**src/rtl/pixel_batch_scheduler_if.sv**
```systemverilog
`default_nettype none
// ============================================================================
// Module      : pixel_batch_scheduler_if
// Description : Bundles the engine handshake and pixel-FIFO signals around
//               the pixel batch scheduler.
//               master : scheduler side (launch, coordinates, enqueue)
//               slave  : engine/FIFO/display side (done, FIFO flags, dequeue)
// Ports       : batch_start, batch_x, batch_y, frame_num, fifo_enqueue
//               (master -> slave); batch_done, fifo_empty, fifo_almost_empty,
//               pixel_dequeue (slave -> master)
// Revision    : 1.0 - initial release
// ============================================================================
interface pixel_batch_scheduler_if #(
    parameter int COORD_WIDTH = 10,
    parameter int FRAME_WIDTH = 16
);
    logic                   batch_start;
    logic [COORD_WIDTH-1:0] batch_x;
    logic [COORD_WIDTH-1:0] batch_y;
    logic [FRAME_WIDTH-1:0] frame_num;
    logic                   batch_done;
    logic                   fifo_enqueue;
    logic                   fifo_empty;
    logic                   fifo_almost_empty;
    logic                   pixel_dequeue;

    modport master (
        output batch_start, batch_x, batch_y, frame_num, fifo_enqueue,
        input  batch_done, fifo_empty, fifo_almost_empty, pixel_dequeue
    );

    modport slave (
        input  batch_start, batch_x, batch_y, frame_num, fifo_enqueue,
        output batch_done, fifo_empty, fifo_almost_empty, pixel_dequeue
    );
endinterface
`default_nettype wire

```
**src/rtl/pixel_batch_scheduler.sv**
```systemverilog
`default_nettype none
// ============================================================================
// Module      : pixel_batch_scheduler
// Description : Launches one batch of NUM_PIXELS adjacent pixels at a time on
//               the compute engine, loads each finished batch into the
//               parallel-load pixel FIFO only when no unread pixel would be
//               overwritten, tracks raster position / frame number and flags
//               display underruns.
// Ports       : clk, reset_n (async, active-low)
//               enable         - permits new launches
//               frame_sync     - start-of-vblank pulse, forces a resync
//               underrun_clear - clears the sticky underrun flag
//               busy           - scheduler not idle
//               underrun       - sticky stale-pixel flag
//               bus            - engine handshake + FIFO signals (master)
// Revision    : 1.0 - initial release
// ============================================================================
module pixel_batch_scheduler #(
    parameter int NUM_PIXELS  = 16,
    parameter int H_VISIBLE   = 640,
    parameter int V_VISIBLE   = 480,
    parameter int COORD_WIDTH = 10,
    parameter int FRAME_WIDTH = 16
) (
    input  wire logic                  clk,
    input  wire logic                  reset_n,
    input  wire logic                  enable,
    input  wire logic                  frame_sync,
    input  wire logic                  underrun_clear,
    output logic                       busy,
    output logic                       underrun,
    pixel_batch_scheduler_if.master    bus
);

    localparam logic [COORD_WIDTH-1:0] C_X_STEP    = COORD_WIDTH'(NUM_PIXELS);
    localparam logic [COORD_WIDTH-1:0] C_X_LAST    = COORD_WIDTH'(H_VISIBLE - NUM_PIXELS);
    localparam logic [COORD_WIDTH-1:0] C_Y_LAST    = COORD_WIDTH'(V_VISIBLE - 1);
    localparam logic [COORD_WIDTH-1:0] C_Y_ONE     = COORD_WIDTH'(1);
    localparam logic [FRAME_WIDTH-1:0] C_FRAME_ONE = FRAME_WIDTH'(1);

    typedef enum logic [1:0] {
        S_IDLE   = 2'd0,
        S_LAUNCH = 2'd1,
        S_BUSY   = 2'd2,
        S_READY  = 2'd3
    } state_t;

    state_t                 r_state;
    state_t                 w_state_next;
    logic                   w_batch_start;
    logic [COORD_WIDTH-1:0] r_x;
    logic [COORD_WIDTH-1:0] r_y;
    logic [FRAME_WIDTH-1:0] r_frame;
    logic                   r_resync_pending;
    logic                   r_underrun;
    logic                   w_space_ok;
    logic                   w_enqueue;
    logic                   w_line_end;
    logic                   w_frame_end;
    logic                   w_to_origin;

    // A load replaces the whole FIFO, so it is only safe once the last pixel
    // has gone or is leaving in this very cycle.
    assign w_space_ok  = bus.fifo_empty | (bus.fifo_almost_empty & bus.pixel_dequeue);
    assign w_enqueue   = (r_state == S_READY) & bus.batch_done & w_space_ok;
    assign w_line_end  = (r_x == C_X_LAST);
    assign w_frame_end = w_line_end & (r_y == C_Y_LAST);
    // Either a pending resync or a natural frame wrap sends the next batch
    // back to the origin of a new frame.
    assign w_to_origin = r_resync_pending | w_frame_end;

    always_ff @(posedge clk or negedge reset_n) begin
        if (!reset_n) begin
            r_state <= S_IDLE;
        end else begin
            r_state <= w_state_next;
        end
    end

    always_comb begin
        w_state_next  = r_state;
        w_batch_start = 1'b0;
        case (r_state)
            S_IDLE: begin
                if (enable) begin
                    w_state_next = S_LAUNCH;
                end
            end
            S_LAUNCH: begin
                w_batch_start = 1'b1;
                w_state_next  = S_BUSY;
            end
            S_BUSY: begin
                if (bus.batch_done) begin
                    w_state_next = S_READY;
                end
            end
            S_READY: begin
                if (w_enqueue) begin
                    w_state_next = enable ? S_LAUNCH : S_IDLE;
                end
            end
            default: w_state_next = S_IDLE;
        endcase
    end

    // Raster position and frame counter advance only on the enqueue cycle.
    always_ff @(posedge clk or negedge reset_n) begin
        if (!reset_n) begin
            r_x     <= '0;
            r_y     <= '0;
            r_frame <= '0;
        end else if (w_enqueue) begin
            if (w_to_origin) begin
                r_x     <= '0;
                r_y     <= '0;
                r_frame <= r_frame + C_FRAME_ONE;
            end else if (w_line_end) begin
                r_x <= '0;
                r_y <= r_y + C_Y_ONE;
            end else begin
                r_x <= r_x + C_X_STEP;
            end
        end
    end

    // An advance that already lands on a new frame consumes any pending or
    // coincident frame_sync, so the frame number never double-increments.
    always_ff @(posedge clk or negedge reset_n) begin
        if (!reset_n) begin
            r_resync_pending <= 1'b0;
        end else if (w_enqueue && w_to_origin) begin
            r_resync_pending <= 1'b0;
        end else if (frame_sync) begin
            r_resync_pending <= 1'b1;
        end
    end

    // The FIFO still presents its old head during a load, so a same-cycle
    // enqueue does not hide an underrun.
    always_ff @(posedge clk or negedge reset_n) begin
        if (!reset_n) begin
            r_underrun <= 1'b0;
        end else if (underrun_clear) begin
            r_underrun <= 1'b0;
        end else if (bus.pixel_dequeue && bus.fifo_empty) begin
            r_underrun <= 1'b1;
        end
    end

    assign bus.batch_start  = w_batch_start;
    assign bus.batch_x      = r_x;
    assign bus.batch_y      = r_y;
    assign bus.frame_num    = r_frame;
    assign bus.fifo_enqueue = w_enqueue;
    assign busy             = (r_state != S_IDLE);
    assign underrun         = r_underrun;

endmodule
`default_nettype wire

```
**src/flat_wrapper.sv**
```systemverilog
// flat-port wrapper written by rule: the top's interface ports become plain ports
module pixel_batch_scheduler_flat 
#(
    parameter int NUM_PIXELS  = 16,
    parameter int H_VISIBLE   = 640,
    parameter int V_VISIBLE   = 480,
    parameter int COORD_WIDTH = 10,
    parameter int FRAME_WIDTH = 16
)
  (clk, reset_n, enable, frame_sync, underrun_clear, busy, underrun, bus_batch_start, bus_batch_x, bus_batch_y, bus_frame_num, bus_fifo_enqueue, bus_batch_done, bus_fifo_empty, bus_fifo_almost_empty, bus_pixel_dequeue);
  pixel_batch_scheduler_if #(.COORD_WIDTH(COORD_WIDTH), .FRAME_WIDTH(FRAME_WIDTH)) bus_i ();
  input  wire logic clk;
  input  wire logic reset_n;
  input  wire logic enable;
  input  wire logic frame_sync;
  input  wire logic underrun_clear;
  output logic busy;
  output logic underrun;
  output wire logic [$bits(bus_i.batch_start)-1:0] bus_batch_start;
  output wire logic [$bits(bus_i.batch_x)-1:0] bus_batch_x;
  output wire logic [$bits(bus_i.batch_y)-1:0] bus_batch_y;
  output wire logic [$bits(bus_i.frame_num)-1:0] bus_frame_num;
  output wire logic [$bits(bus_i.fifo_enqueue)-1:0] bus_fifo_enqueue;
  input wire logic [$bits(bus_i.batch_done)-1:0] bus_batch_done;
  input wire logic [$bits(bus_i.fifo_empty)-1:0] bus_fifo_empty;
  input wire logic [$bits(bus_i.fifo_almost_empty)-1:0] bus_fifo_almost_empty;
  input wire logic [$bits(bus_i.pixel_dequeue)-1:0] bus_pixel_dequeue;
  assign bus_batch_start = bus_i.batch_start;
  assign bus_batch_x = bus_i.batch_x;
  assign bus_batch_y = bus_i.batch_y;
  assign bus_frame_num = bus_i.frame_num;
  assign bus_fifo_enqueue = bus_i.fifo_enqueue;
  assign bus_i.batch_done = bus_batch_done;
  assign bus_i.fifo_empty = bus_fifo_empty;
  assign bus_i.fifo_almost_empty = bus_fifo_almost_empty;
  assign bus_i.pixel_dequeue = bus_pixel_dequeue;
  pixel_batch_scheduler #(.NUM_PIXELS(NUM_PIXELS), .H_VISIBLE(H_VISIBLE), .V_VISIBLE(V_VISIBLE), .COORD_WIDTH(COORD_WIDTH), .FRAME_WIDTH(FRAME_WIDTH)) u_core (.clk(clk), .reset_n(reset_n), .enable(enable), .frame_sync(frame_sync), .underrun_clear(underrun_clear), .busy(busy), .underrun(underrun), .bus(bus_i));
endmodule
```
**config.mk**
```make
export PLATFORM = sky130hd
export DESIGN_NAME = pixel_batch_scheduler_flat
export DESIGN_NICKNAME = d
export VERILOG_FILES = /design/src/rtl/pixel_batch_scheduler_if.sv /design/src/rtl/pixel_batch_scheduler.sv /design/src/flat_wrapper.sv
export SDC_FILE = /design/constraint.sdc
export NUM_CORES = 1
export LEC_CHECK = 0
export CAP_MARGIN = 5
export CORE_AREA = 4 4 72 74
export CTS_CLUSTER_SIZE = 28
export DETAILED_ROUTE_END_ITERATION = 8
export DIE_AREA = 0 0 76 78
export PLACE_DENSITY = 0.75
export SLEW_MARGIN = 0
export SYNTH_ARGS = -nofsm -noshare
export SYNTH_HDL_FRONTEND = slang
export SYNTH_SLANG_ARGS = --single-unit
```
**constraint.sdc**
```tcl
create_clock -name clk -period 1.7 [get_ports clk]
set_input_delay 0.255 -clock clk [delete_from_list [all_inputs] [get_ports clk]]
set_output_delay 0.255 -clock clk [all_outputs]
set_load 0.01 [all_outputs]
```
==> results of run 1 <==
## state kept, by name, summed over array words and instances, names as in the netlist
name / flops
u_core.bus.batch_x: 6
u_core.bus.batch_y: 10
u_core.bus.frame_num: 16
u_core.r_resync_pending: 1
u_core.r_state: 2
u_core.underrun: 1
## placed cells by master (no fill, tap or decap), types with 4 or more instances in the layout
cell | synthesis | routed
buf_4 | 4 | 43
clkdlybuf4s50_1 | 0 | 41
dfrtp_1 | 36 | 34
nand3_1 | 14 | 14
nand2_1 | 13 | 11
nor2_1 | 10 | 9
xor2_1 | 9 | 9
xnor2_1 | 8 | 8
o21ai_0 | 6 | 6
and3_1 | 6 | 6
clkbuf_8 | 0 | 6
nor4_2 | 4 | 5
ha_1 | 8 | 5
a21oi_1 | 4 | 4
nand4_1 | 4 | 4
conb_1 | 1 | 4
## logic make-up after synthesis
kind of cell	Yosys count	share of synthesized area [%]
flops	36	44.6
compound gates	33	13.0
xor+xnor	17	7.38
buf+inv	16	4.84
other cells	1	0.186
simple gates	76	23.9
fa+ha+maj	8	4.96
mux	2	1.12
## cell type report
type / count / area [um2] / share of cell area, %
Multi-Input combinational cell: 140 / 1150 / 37.3
Timing Repair Buffer: 92 / 845 / 27.4
Clock inverter: 1 / 7.51 / 0.244
Tap cell: 54 / 67.6 / 2.19
Sequential cell: 36 / 903 / 29.3
Clock buffer: 7 / 86.3 / 2.80
Inverter: 6 / 23.8 / 0.771
## worst max-delay path: stages (launching register included)
cell and delay (ps):
dfrtp_1 360, ha_2 180, and4_4 240, a41oi_4 150, buf_6 170, or3_4 360
xnor2_1 130
## timing repair
action / CTS / global route
cloned: 0 / 1
resized for setup: 13 / 17
pin swaps: 3 / 12
setup buffers: 2 / 5
setup endpoints to repair: 13 / 26
## how the worst max path moves through the flow
| stage | to | depth (start not counted) |
|---|---|---|
| finish | u_core.bus.frame_num[4] | 6 |
| global route | u_core.bus.frame_num[15] | 6 |
| CTS | u_core.bus.frame_num[4] | 6 |
| detailed placement | u_core.bus.frame_num[11] | 7 |
| global placement | bus_fifo_enqueue | 5 |
| floorplan | u_core.bus.frame_num[12] | 6 |
## Yosys cell counts, drive strengths merged (5+ instances only)
cell,count,area share (%)
nor2,10,1.9
buf,7,3.2
nand3,14,3.5
dfrtp,36,45
inv,5,0.93
ha,8,5.0
and3,6,1.9
and4,5,2.4
xnor2,8,3.5
nor4,10,5.1
nand2,13,2.4
xor2,9,3.9
o21ai,6,1.5
## power groups by stage
stage / sequential (mW) / clock, mW / combinational, mW
3_3_place_gp: 1.13 / 0 / 1.29
4_1_cts: 1.12 / 0.683 / 1.34
2_1_floorplan: 1.18 / 0 / 0.608
3_5_place_dp: 1.14 / 0 / 1.31
5_1_grt: 1.15 / 0.716 / 1.66
6_report: 1.13 / 0.667 / 1.51
## metal layers
metal / global-route usage, % / up-vias
met3: 4.87 / 10
met5: 0 / -
met1: 21.4 / 894
met4: 8.19 / 0
li1: - / 877
met2: 28.3 / 44
## per-stage QoR
step | instances | total power [mW] | instance area, um2 | worst slack [ps]
floorplan | 192 | 1.79 | 2060 | -5.60
global placement | 320 | 2.42 | 2800 | -266
detailed placement | 320 | 2.45 | 2800 | -302
CTS | 330 | 3.15 | 2940 | 2.74
global route | 336 | 3.53 | 3080 | -85.7
finish | 336 | 3.31 | 3080 | -7.08
==> impl_metrics.ini, run 1 <==
[final_layout]
post-route-util_pct = 67.0
final.fill_count = 352
syn_to_final_growth_pct = 52.8
num_antenna_cells = 0
layout-drive-gt1-share_pct = 31.9
nNetsFinal = 298

[critical_path]
worstPathArrival_ps = 1890
endpoint_kind = flip-flop
r2r_start = u_core.bus.batch_y[1]
rr_endpoint = u_core.bus.frame_num[4]
reg2reg_slack_ps = -7
cp_max_fo = 3
crit_type = flip-flop to flip-flop
cp.required_ps = 1880
reg2reg_depth = 6
critical_path.startpoint = u_core.bus.batch_y[1]
cp-start-kind = flip-flop

[floorplan]
fp-row-count = 25
start_util_pct = 43.9
die_w_um = 76
dieHeight_um = 78
coreArea_um2 = 4600
die-area_um2 = 5930
io_pins = 49

[clocking]
cts_buffers = 5
cts.sinks = 36
clk_latency_ps = 300
clockBufferDepth = 2
cts_tree = yes
clkTransAtPathRegs_ps = 80
hold_buffers = 0
htree_levels = 2
root_buffer = clkbuf_8

[drt]
wirelength_mm = 5.02
routed.top_layer = met4
first_pass_iters = 4
drt-initial-drc-count = 90
wl_met3_um = 270
met2_length_mm = 2.50
vias = 1825
viasPerCell = 5.43
routedWlPerCell_um = 14.9
drc = 0
ant_nets = 0
wl_met1_mm = 2.15

[timing]
finalHoldViolations = 0
max_freq_ghz = 0.586
slew_violations = 0
skew_ps = 9.03
setup_viol = 1
min_period_ps = 1710
fin_tns_setup_ps = -7.08
hold_slack_ps = 360
worst_slack_ps = -7.08
period_share_pct = 100
grt_setup_unrepaired = true

[placement]
hpwlAfterDp_mm = 3.55
port_buffers = 44
gp_congestion = 0.834

[synth]
synth_flop_cell = dfrtp_1
seq_area_frac_synth_pct = 44.6
ys.warnings.count = 0
ys_ff_latch = 36
synth_area_um2 = 2020
synth_area_per_cell_um2 = 10.7
post_synth_inst_count = 189
async_flop_share_pct = 100
synth_edf_count = 0
ys_types = 47

[flow_run]
drv_cap = 0

[global_route]
overflow = 0
grt_pass1_wl_mm = 8.32
grt_pass1_vias = 1788
antenna_found_initial = 0
grt_start_max_net_pins = 37
grtUsageTotal_pct = 17.5

[power]
pwr-share-clk_pct = 20.2
swShare_pct = 34.9
cellPowerDensity_nw_per_um2 = 1070
power_frac_comb_pct = 45.8
switchingPower_mw = 1.15
peakVddDrop_mv = 0.714
intPower_mw = 2.15
p_seq_share_pct = 34.1
p_leak_nw = 1.39

[status]
status = complete, but fails checks
violations = setup timing

[hold_path]
hold_class = input pin to asynchronous set/reset pin
Note: power is estimated with default switching activity, not from simulation.
==> run 2, diff against run 1 <==
--- a/config.mk
+++ b/config.mk
@@ -6,11 +6,12 @@
 export NUM_CORES = 1
 export LEC_CHECK = 0
 export CAP_MARGIN = 5
-export CORE_AREA = 4 4 72 74
+export CORE_AREA = 4 4 67 69
 export CTS_CLUSTER_SIZE = 28
 export DETAILED_ROUTE_END_ITERATION = 8
-export DIE_AREA = 0 0 76 78
-export PLACE_DENSITY = 0.75
+export DIE_AREA = 0 0 71 73
+export PLACE_DENSITY = 0.82
+export RECOVER_POWER = 50
 export SLEW_MARGIN = 0
 export SYNTH_ARGS = -nofsm -noshare
 export SYNTH_HDL_FRONTEND = slang
==> constraint.sdc (replaced) <==
create_clock -name clk -period 2.2 [get_ports clk]
set_input_delay 0.33 -clock clk [delete_from_list [all_inputs] [get_ports clk]]
set_output_delay 0.33 -clock clk [all_outputs]
set_load 0.01 [all_outputs]
==> run 2 against run 1 <==
Effect of this change: largest cell class unchanged; the run now ends clean; combinational power decreased by 43%; core utilization increased by 1.1 points; critical path depth decreased by 1; first-iteration DRC count decreased by 11%; non-clock buffer count decreased by 35.
==> impl_metrics.ini, run 2 (synthesized netlist as in run 1, its figures left out) <==
[critical_path]
cp-start-kind = input pin
cp_max_fo = 4
worstPathArrival_ps = 1800
r2r_start = u_core.bus.batch_x[4]
crit_type = input pin to output pin
cp.required_ps = 1870
critical_path.startpoint = bus_fifo_empty
endpoint_kind = output pin

[final_layout]
multiInputGateArea_um2 = 1040
final_common_cell = dfrtp_1
syn_to_final_growth_pct = 32.1
stdcell_area_um2 = 2670
nNetsFinal = 263
largest_reg_flops = 16
layout-drive-gt1-share_pct = 14.6
final_cell_mix = dfrtp_1, clkdlybuf4s50_1, dlygate4sd3_1
num_antenna_cells = 0
seq_area_um2 = 901
final_cells = 297
final.fill_count = 326
post-route-util_pct = 68.1

[placement]
dp_cells = 286
pre_cts_slack_ps = 102
dpl_cell_area_um2 = 2540
hpwlAfterDp_mm = 3.20
port_buffers = 44
gp_congestion = 0.819

[clocking]
clockBufferDepth = 2
root_buffer = clkbuf_8
htree_levels = 2
clk_latency_ps = 280
clkTransAtPathRegs_ps = 60
cts.sinks = 36
cts_buffers = 5
cts_tree = yes

[timing]
worst_slack_ps = 68.4
skew_ps = 5.74
max_slew.worst_pin.slew_ps = 867
relSlewSlack_pct = 42.2
setup_viol = 0
max_freq_ghz = 0.469
slew_violations = 0
min_period_ps = 2130
fin_tns_setup_ps = 0
hold_slack_ps = 476
finalHoldViolations = 0
period_share_pct = 96.9

[power]
p_leak_nw = 1.23
power_mw = 2.23
cellPowerDensity_nw_per_um2 = 835
peakVddDrop_mv = 0.539

[hold_path]
hold_class = flip-flop to flip-flop
hold_start = u_core.bus.frame_num[15]

[drt]
drc = 0
wirelength_mm = 4.32
first_pass_iters = 4
drt-initial-drc-count = 80
ant_nets = 0
vias = 1668
viasPerCell = 5.62
routedWlPerCell_um = 14.6

[global_route]
grt_pass1_wl_mm = 7.29
grtUsageTotal_pct = 17.5
antenna_found_initial = 0
grt_pass1_vias = 1633
overflow = 0
grt_start_max_net_pins = 37

[flow_run]
drv_cap = 0

[floorplan]
io_pins = 49
dieHeight_um = 73
fp-row-count = 23
die_w_um = 71
coreArea_um2 = 3910
start_util_pct = 51.6
die-area_um2 = 5180

[status]
status = finished, final reports clean
[run 2: cell types whose count changed in the layout (fill, tap and decap cells not counted), sizes merged]
| cell | delta |
|---|---|
| buf | -36 |
| clkbuf | +1 |
| clkdlybuf4s15 | -1 |
| clkdlybuf4s50 | -15 |
| clkinvlp | -1 |
| dlygate4sd2 | -1 |
| dlygate4sd3 | +18 |
[run 2: layout make-up]
cell class                 count  area share (%)
inverter                       6           0.845
multi-input combinational    140            39.1
clock buffer                   8            3.38
timing repair buffer          57            20.6
tap                           50            2.35
sequential                    36            33.8
[run 2: routing by layer]
| layer | part of all wire (%) | vias to the layer above | GRT usage [%] |
|---|---|---|---|
| li1 | - | 807 | - |
| met1 | 44 | 806 | 21.7 |
| met2 | 49 | 47 | 29.4 |
| met3 | 5.8 | 8 | 5.10 |
| met4 | 1.4 | 0 | 6.05 |
| met5 | 0 | - | 0 |
[run 2: critical path, cell delays in order]
cell             delay, ps
dlygate4sd3_1          550
a21oi_1                180
or2_4                  170
clkinv_1                80
clkdlybuf4s50_1        480
[run 2: final timing paths]
check	endpoint	slack (ps)	depth (start not counted)
max in group asynchronous	u_core.bus.frame_num[11]	970	2
max reg2reg	u_core.bus.batch_y[8]	200	6
min reg2reg	u_core.bus.frame_num[15]	480	1
min in group asynchronous	u_core.bus.batch_y[0]	680	2
min	u_core.bus.frame_num[15]	480	1
max	bus_fifo_enqueue	70	5
[run 2: report_power, final]
group | switching (mW) | total [mW] | internal [mW]
logic | 0.409 | 0.862 | 0.453
registers | 0.129 | 0.894 | 0.764
clock network | 0.216 | 0.471 | 0.255
[run 2: repair_timing]
action / CTS / global route
setup buffers: 2 / 1
endpoints found under the setup margin: 1 / 2
gates resized for setup: 1 / 2
pin swaps: 0 / 1
hold buffers: 0 / 0
hold endpoints to repair: 0 / 0
